<file path="src/rtl/fetch_prefetch_unit.sv">
// rtl/fetch_prefetch_unit.sv - instruction fetch stage with prefetch FIFO
// Drives a 1-cycle-latency instruction memory and buffers returned words with their PCs.
module fetch_prefetch_unit #(
  parameter int                ADDR_W   = 10,
  parameter int                DEPTH    = 4,
  parameter logic [ADDR_W-1:0] RESET_PC = '0
) (
  input  logic                     clk,
  input  logic                     rst,
  output logic [ADDR_W-1:0]        imem_addr,
  output logic                     imem_rden,
  input  logic [31:0]              imem_q,
  input  logic                     redirect_valid,
  input  logic [ADDR_W-1:0]        redirect_pc,
  output logic                     out_valid,
  input  logic                     out_ready,
  output logic [31:0]              out_instr,
  output logic [ADDR_W-1:0]        out_pc,
  output logic [$clog2(DEPTH):0]   fifo_count
);

  localparam int          PW  = $clog2(DEPTH);
  localparam int          CW  = PW + 1;
  localparam logic [31:0] NOP = 32'h0000_0013;

  logic [ADDR_W-1:0] fetch_pc;
  logic [ADDR_W-1:0] req_pc;
  logic              inflight;
  logic              kill;

  logic [31:0]       instr_mem [DEPTH];
  logic [ADDR_W-1:0] pc_mem    [DEPTH];
  logic [PW-1:0]     wr_ptr;
  logic [PW-1:0]     rd_ptr;
  logic [CW-1:0]     count;

  logic              pop;
  logic              push;
  logic              issue;
  logic [CW:0]       credit_need;

  assign out_valid  = (count != '0);
  assign pop        = out_valid & out_ready;
  assign push       = inflight & ~kill;
  assign fifo_count = count;

  // Occupancy after this cycle's pop, counting the word still in flight as already taken.
  assign credit_need = {1'b0, count} + {{CW{1'b0}}, inflight} - {{CW{1'b0}}, pop};
  assign issue       = ~rst & ~redirect_valid & (credit_need < (CW+1)'(DEPTH));

  assign imem_rden = issue;
  assign imem_addr = fetch_pc;

  assign out_instr = out_valid ? instr_mem[rd_ptr] : NOP;
  assign out_pc    = out_valid ? pc_mem[rd_ptr]    : '0;

  always_ff @(posedge clk or posedge rst) begin
    if (rst) begin
      fetch_pc <= RESET_PC;
      req_pc   <= '0;
      inflight <= 1'b0;
      kill     <= 1'b0;
      wr_ptr   <= '0;
      rd_ptr   <= '0;
      count    <= '0;
    end else begin
      inflight <= issue;
      if (issue) begin
        fetch_pc <= fetch_pc + ADDR_W'(1);
        req_pc   <= fetch_pc;
      end
      // Redirect flushes the queue; any pop accepted this cycle is absorbed by the flush.
      if (redirect_valid) begin
        fetch_pc <= redirect_pc;
        kill     <= inflight;
        wr_ptr   <= '0;
        rd_ptr   <= '0;
        count    <= '0;
      end else begin
        kill <= 1'b0;
        if (push) wr_ptr <= wr_ptr + PW'(1);
        if (pop)  rd_ptr <= rd_ptr + PW'(1);
        count <= count + CW'(push) - CW'(pop);
      end
    end
  end

  always_ff @(posedge clk) begin
    if (push && !redirect_valid) begin
      instr_mem[wr_ptr] <= imem_q;
      pc_mem[wr_ptr]    <= req_pc;
    end
  end

  always_ff @(posedge clk) begin
    if (!rst) begin
      assert (redirect_valid || !(push && !pop && count == CW'(DEPTH)));
    end
  end

endmodule

</file>
<file path="config.mk">
export PLATFORM = sky130hd
export DESIGN_NAME = fetch_prefetch_unit
export DESIGN_NICKNAME = d
export VERILOG_FILES = /design/src/rtl/fetch_prefetch_unit.sv
export SDC_FILE = /design/constraint.sdc
export NUM_CORES = 1
export LEC_CHECK = 0
export BUFFER_PORTS_ARGS = -buffer_cell sky130_fd_sc_hd__buf_2
export CORE_MARGIN = 2
export CORE_UTILIZATION = 50
export CTS_CLUSTER_SIZE = 24
export DETAILED_ROUTE_END_ITERATION = 7
export PLACE_DENSITY_LB_ADDON = 0.15
export SLEW_MARGIN = 10
export SYNTH_ARGS = -nofsm -noshare
export SYNTH_HDL_FRONTEND = slang
export SYNTH_SLANG_ARGS = --single-unit
</file>
<file path="constraint.sdc">
create_clock -name clk -period 7.2 [get_ports clk]
set_clock_uncertainty 0.05 [all_clocks]
set_input_delay 0.72 -clock clk [delete_from_list [all_inputs] [get_ports clk]]
set_output_delay 0.72 -clock clk [all_outputs]
set_load 0.1 [all_outputs]
</file>
==> results of run 1 <==
## stage by stage
stage	cells	hold WS, ns	cell area [µm²]	util (%)	setup WS (ns)
after floorplan	444	0.419	8160	-	3.23
after global placement	748	0.448	8900	55.8	3.10
after detailed placement	748	0.470	8900	55.8	3.04
after CTS	780	0.375	9490	59.6	2.56
after global routing	780	0.410	9490	59.6	2.35
final	780	0.377	9490	59.6	2.58
## cell usage after synthesis (2+ instances only)
master and count:
nor3_1 7, and2_1 44, buf_2 6, o211a_1 2, nand2b_1 3, mux2_4 8
nand2_1 7, or2_2 5, edfxtp_1 168, xnor2_1 2, or4_1 2, nand3_1 11
a222oi_1 3, clkbuf_1 12, buf_1 2, o21ai_0 5, nor2_1 12, o21a_1 2
o211ai_1 3, a22oi_1 3, nor2b_1 9, mux4_2 42, dfrtp_1 29, inv_1 11
xor2_1 4, mux2i_1 2, ha_1 8, nand4_1 6, a21oi_1 3
## registers in the layout, indices dropped and copies added, names as in the netlist
signal and count:
instr_mem 128, inflight 1, wr_ptr 2, fifo_count 3, req_pc 10, kill 1, pc_mem 40, rd_ptr 2
imem_addr 10
## routing by layer
layer  up-vias  GRT usage (%)  share of wire [%]
met5         -              0                  0
met4         0           6.76                1.0
met3        13           4.21                5.0
met2       129           29.9                 51
met1      2154           23.8                 43
li1       1959              -                  -
## how the worst max path moves through the flow
stage	endpoint	depth (start not counted)	from	slack [ns]
floorplan	out_pc[0]	4	fifo_count[2]$_DFF_PP0_	3.23
global placement	imem_rden	8	out_ready	3.10
detailed placement	imem_rden	9	fifo_count[1]$_DFF_PP0_	3.04
CTS	imem_rden	9	fifo_count[1]$_DFF_PP0_	2.56
global route	imem_rden	9	fifo_count[2]$_DFF_PP0_	2.35
finish	imem_rden	9	fifo_count[1]$_DFF_PP0_	2.58
## worst register-to-register path, cell delays in order, from the launching register on
cell	delay, ns
dfrtp_1	0.44
nor3_1	0.57
inv_1	0.13
nand2_1	0.18
or2_2	0.14
ha_1	0.22
nand2_1	0.21
o211ai_4	0.16
a211oi_4	0.80
mux2_2	0.41
## cell type report
cell class,instances,share of cell area (%)
flip-flops and latches,197,60.8
multi-input cells,215,23.7
repair buffers,109,5.93
clock buffers,24,4.97
well taps,216,2.85
clock inverters,8,1.32
inverters,11,0.435
## cells by family (layout without fill, tap and decap cells)
| kind of cell | Yosys count | in the layout | synth area share, % |
|---|---|---|---|
| XOR/XNOR | 8 | 8 | 1.04 |
| AO/OA/AOI/OAI | 30 | 30 | 3.05 |
| buffers and inverters | 32 | 152 | 1.76 |
| flip-flops | 197 | 197 | 70.7 |
| multiplexers | 54 | 54 | 13.6 |
| adder cells (fa/ha/maj) | 9 | 9 | 1.47 |
| AND/OR/NAND/NOR | 114 | 114 | 8.33 |
==> impl_metrics.tcl, run 1 <==
set metrics [dict create \
    dieHeight_um 132 \
    post_cts_buffers 0 \
    nNetsFinal 606 \
    worstPathRequired_ns 6.43 \
    crit_family "simple AND/OR/NAND/NOR gates" \
    hold_viol 0 \
    cts_tree "yes" \
    grt_antenna_before_repair 0 \
    path_common_cell "nand2_1" \
    relSlewSlack_pct 39.9 \
    diodes 0 \
    maxSlewViolCount 0 \
    initial_core_util_pct 51.2 \
    grt_pass1_vias 4439 \
    dpl.hpwl_um 9090 \
    overflow 0 \
    grt_setup_unrepaired "false" \
    syn_area_um2 8160 \
    tns_ns 0 \
    regToRegSetupSlack_ns 3.77 \
    vias 4255 \
    yosysTopAreaCell "edfxtp_1" \
    arrival_ns 3.85 \
    regArea_um2 5780 \
    io_buffer_count 102 \
    clockBufferDepth 2 \
    cts_resized 0 \
    area_growth_pct 16.4 \
    ys_seq_elements 197 \
    yosysUniqueCellTypes 52 \
    grt_max_degree 45 \
    synthCells 444 \
    fin_crit_sh_pct 64.1 \
    drt_pass1_iterations 7 \
    endpoint_kind "output port" \
    drive_above_1_share_pct 36.5 \
    nFillCells 1249 \
    die_area_um2 17400 \
    r2r-start "fifo_count[1]$_DFF_PP0_" \
    drt_iter0_markers 235 \
    critPathMaxStageDelay_ns 0.80 \
    cts_max_level 4 \
    max_freq_ghz 0.217 \
    synthArstFlopShare_pct 14.7 \
    worst_pin_slew_ns 0.902 \
    root_buffer "clkbuf_16" \
    avgSynthCellArea_um2 18.4 \
    yosysSeqAreaShare_pct 70.7 \
    wl_per_cell_um 19.4 \
    cts_hold_buf 0 \
    clk_pin_slew_ns 0.07 \
    synth_edf_count 168 \
    vias_per_cell 5.46 \
    gp_congestion 0.884 \
    yosysWarnings 0 \
    grt_pass1_wl_um 23800 \
    cts_made_buffers 17 \
    final_cell_mix "168 x edfxtp_1, 102 x buf_2, 42 x mux4_2, 40 x and2_1, 27 x dfrtp_1" \
    core.rowCount 46 \
    setup_violations 0 \
    ff2ff_path_depth 9 \
    path_buf_inv 2 \
    crit_fanout 13 \
    synthDominantCellAreaShare_pct 61.8 \
    period_needed_ns 4.62 \
    crit_chain "nor3_1 > inv_1 > nand2_1 > or2_2 > ha_1 > nand2_1 > o211ai_4 > a211oi_4 > buf_2" \
    multi_input_area_um2 2250 \
    fp.dieW_um 132 \
    critical_path_class "flip-flop to output port" \
    track_usage_pct 18.1 \
    synthFlopType "edfxtp_1" \
    drv_cap 0 \
    postRouteAntennaNets 0 \
    wirelength_um 15100 \
    insertion_delay_ns 0.42 \
    r2r_end "req_pc[9]$_DFFE_PP0P_" \
    synthTopCellsByArea "edfxtp_1 62%, mux4_2 12%, dfrtp_1 8.9%, and2_1 3.4%, mux2_4 1.5%" \
    slowest_stage "a211oi_4" \
    status "completed" \
    drc 0 \
    ioPinCount 103 \
    core-area_um2 15900 \
    hp-class "primary input to asynchronous set/reset pin" \
    mostFrequentLayoutCell "edfxtp_1" \
    synth_nets 499 \
    clock-sinks 197 \
    cp-start-kind "flip-flop" \
]
Power of run 1 is not shown: default switching activity piles up to over one toggle a cycle in this logic, so the estimate is an artifact.
==> inputs of run 2 (changes only) <==
Clock period 7.2 ns to 4.19 ns, I/O delays scaled along.
==> impl_metrics.tcl, run 2 (same netlist as run 1, synthesis figures left out) <==
set metrics [dict create \
    relSlewSlack_pct 29.4 \
    path_buf_inv 3 \
    crit_chain "nor3_1 > inv_1 > nand2_1 > or2_2 > ha_1 > and4b_2 > a21oi_2 > a211oi_4 > buf_4 > buf_12" \
    hold_viol 0 \
    wirelength_um 15300 \
    worst_pin_slew_ns 1.05 \
    insertion_delay_ns 0.42 \
    ff2ff_path_depth 10 \
    fin_util_pct 59.8 \
    drt_pass1_iterations 5 \
    cts_max_level 4 \
    period_needed_ns 3.81 \
    worstPathRequired_ns 3.72 \
    fin_crit_sh_pct 90.9 \
    vias_per_cell 5.54 \
    fp.dieW_um 132 \
    tns_ns 0 \
    nFillCells 1219 \
    clk_pin_slew_ns 0.07 \
    overflow 0 \
    post_cts_buffers 0 \
    gp_congestion 0.849 \
    maxSlewViolCount 0 \
    grt_pass1_vias 4468 \
    drv_cap 0 \
    grt_antenna_before_repair 0 \
    drive_above_1_share_pct 37.2 \
    die_area_um2 17400 \
    top_regs "instr_mem x128, pc_mem x40" \
    dp_cells 751 \
    critPathMaxStageDelay_ns 0.53 \
    nNetsFinal 609 \
    clockBufferDepth 2 \
    largest_register_ffs 128 \
    cts_hold_buf 0 \
    cts_tree "yes" \
    setup_violations 0 \
    critical_path_class "flip-flop to output port" \
    cts_resized 0 \
    stdcell_count 783 \
    cts_made_buffers 17 \
    grt_max_degree 42 \
    status "completed" \
    endpoint_kind "output port" \
    ioPinCount 103 \
    clock-sinks 197 \
    initial_core_util_pct 51.2 \
    dieHeight_um 132 \
    grt_pass1_wl_um 24400 \
    wl_per_cell_um 19.5 \
    path_depth 10 \
    crit_family "simple AND/OR/NAND/NOR gates" \
    final_cell_mix "168 x edfxtp_1, 101 x buf_2, 42 x mux4_2, 40 x and2_1, 27 x dfrtp_1" \
    vias 4335 \
    top_register "instr_mem" \
    hp-class "primary input to asynchronous set/reset pin" \
    cp-start-kind "flip-flop" \
    arrival_ns 3.34 \
    slowest_stage "nor3_1" \
    dpl.hpwl_um 9630 \
    core-area_um2 15900 \
    diodes 0 \
    io_buffer_count 102 \
    track_usage_pct 18.4 \
    drc 0 \
    drt_iter0_markers 326 \
    postRouteAntennaNets 0 \
    area_growth_pct 16.9 \
    crit_fanout 13 \
    mostFrequentLayoutCell "edfxtp_1" \
    grt_setup_unrepaired "false" \
    core.rowCount 46 \
    root_buffer "clkbuf_16" \
    max_freq_ghz 0.262 \
]
-- run 2: cell type report --
cell class | instances | area (µm²) | area share (%)
Clock buffer | 17 | 425 | 4.46
Clock inverter | 15 | 175 | 1.84
Inverter | 11 | 41.3 | 0.433
Multi-Input combinational cell | 215 | 2250 | 23.6
Sequential cell | 197 | 5780 | 60.6
Tap cell | 216 | 270 | 2.83
Timing Repair Buffer | 112 | 601 | 6.30
-- run 2: worst paths after layout --
kind                                          from                         end  slack (ns)
max reg2reg                fifo_count[1]$_DFF_PP0_       req_pc[0]$_DFFE_PP0P_        0.97
min in group clk                        imem_q[25]  instr_mem[1][25]$_DFFE_PP_        0.16
min                                            rst    imem_addr[0]$_DFFE_PP0P_        0.14
max in group asynchronous                      rst       rd_ptr[0]$_DFFE_PP0P_        3.38
min reg2reg                  req_pc[2]$_DFFE_PP0P_      pc_mem[2][2]$_DFFE_PP_        0.48
max                        fifo_count[1]$_DFF_PP0_                   imem_rden        0.38
-- run 2: per-layer routing --
metal,vias to the layer above,GRT usage [%],share of wire [%]
met4,0,5.74,1.1
met5,-,0,0
met2,113,29.8,49
met3,14,4.55,4.4
li1,1967,-,-
met1,2241,24.9,45
-- run 2: per-stage QoR --
stage / area, µm² / setup WS [ns] / hold WS, ns
final: 9540 / 0.380 / 0.143
after global routing: 9540 / 0.0803 / 0.137
after CTS: 9540 / 0.348 / 0.140
after detailed placement: 8930 / 0.812 / 0.469
after global placement: 8930 / 0.988 / 0.454
after floorplan: 8160 / 0.518 / 0.419
Power of run 2 is left out for the same reason.
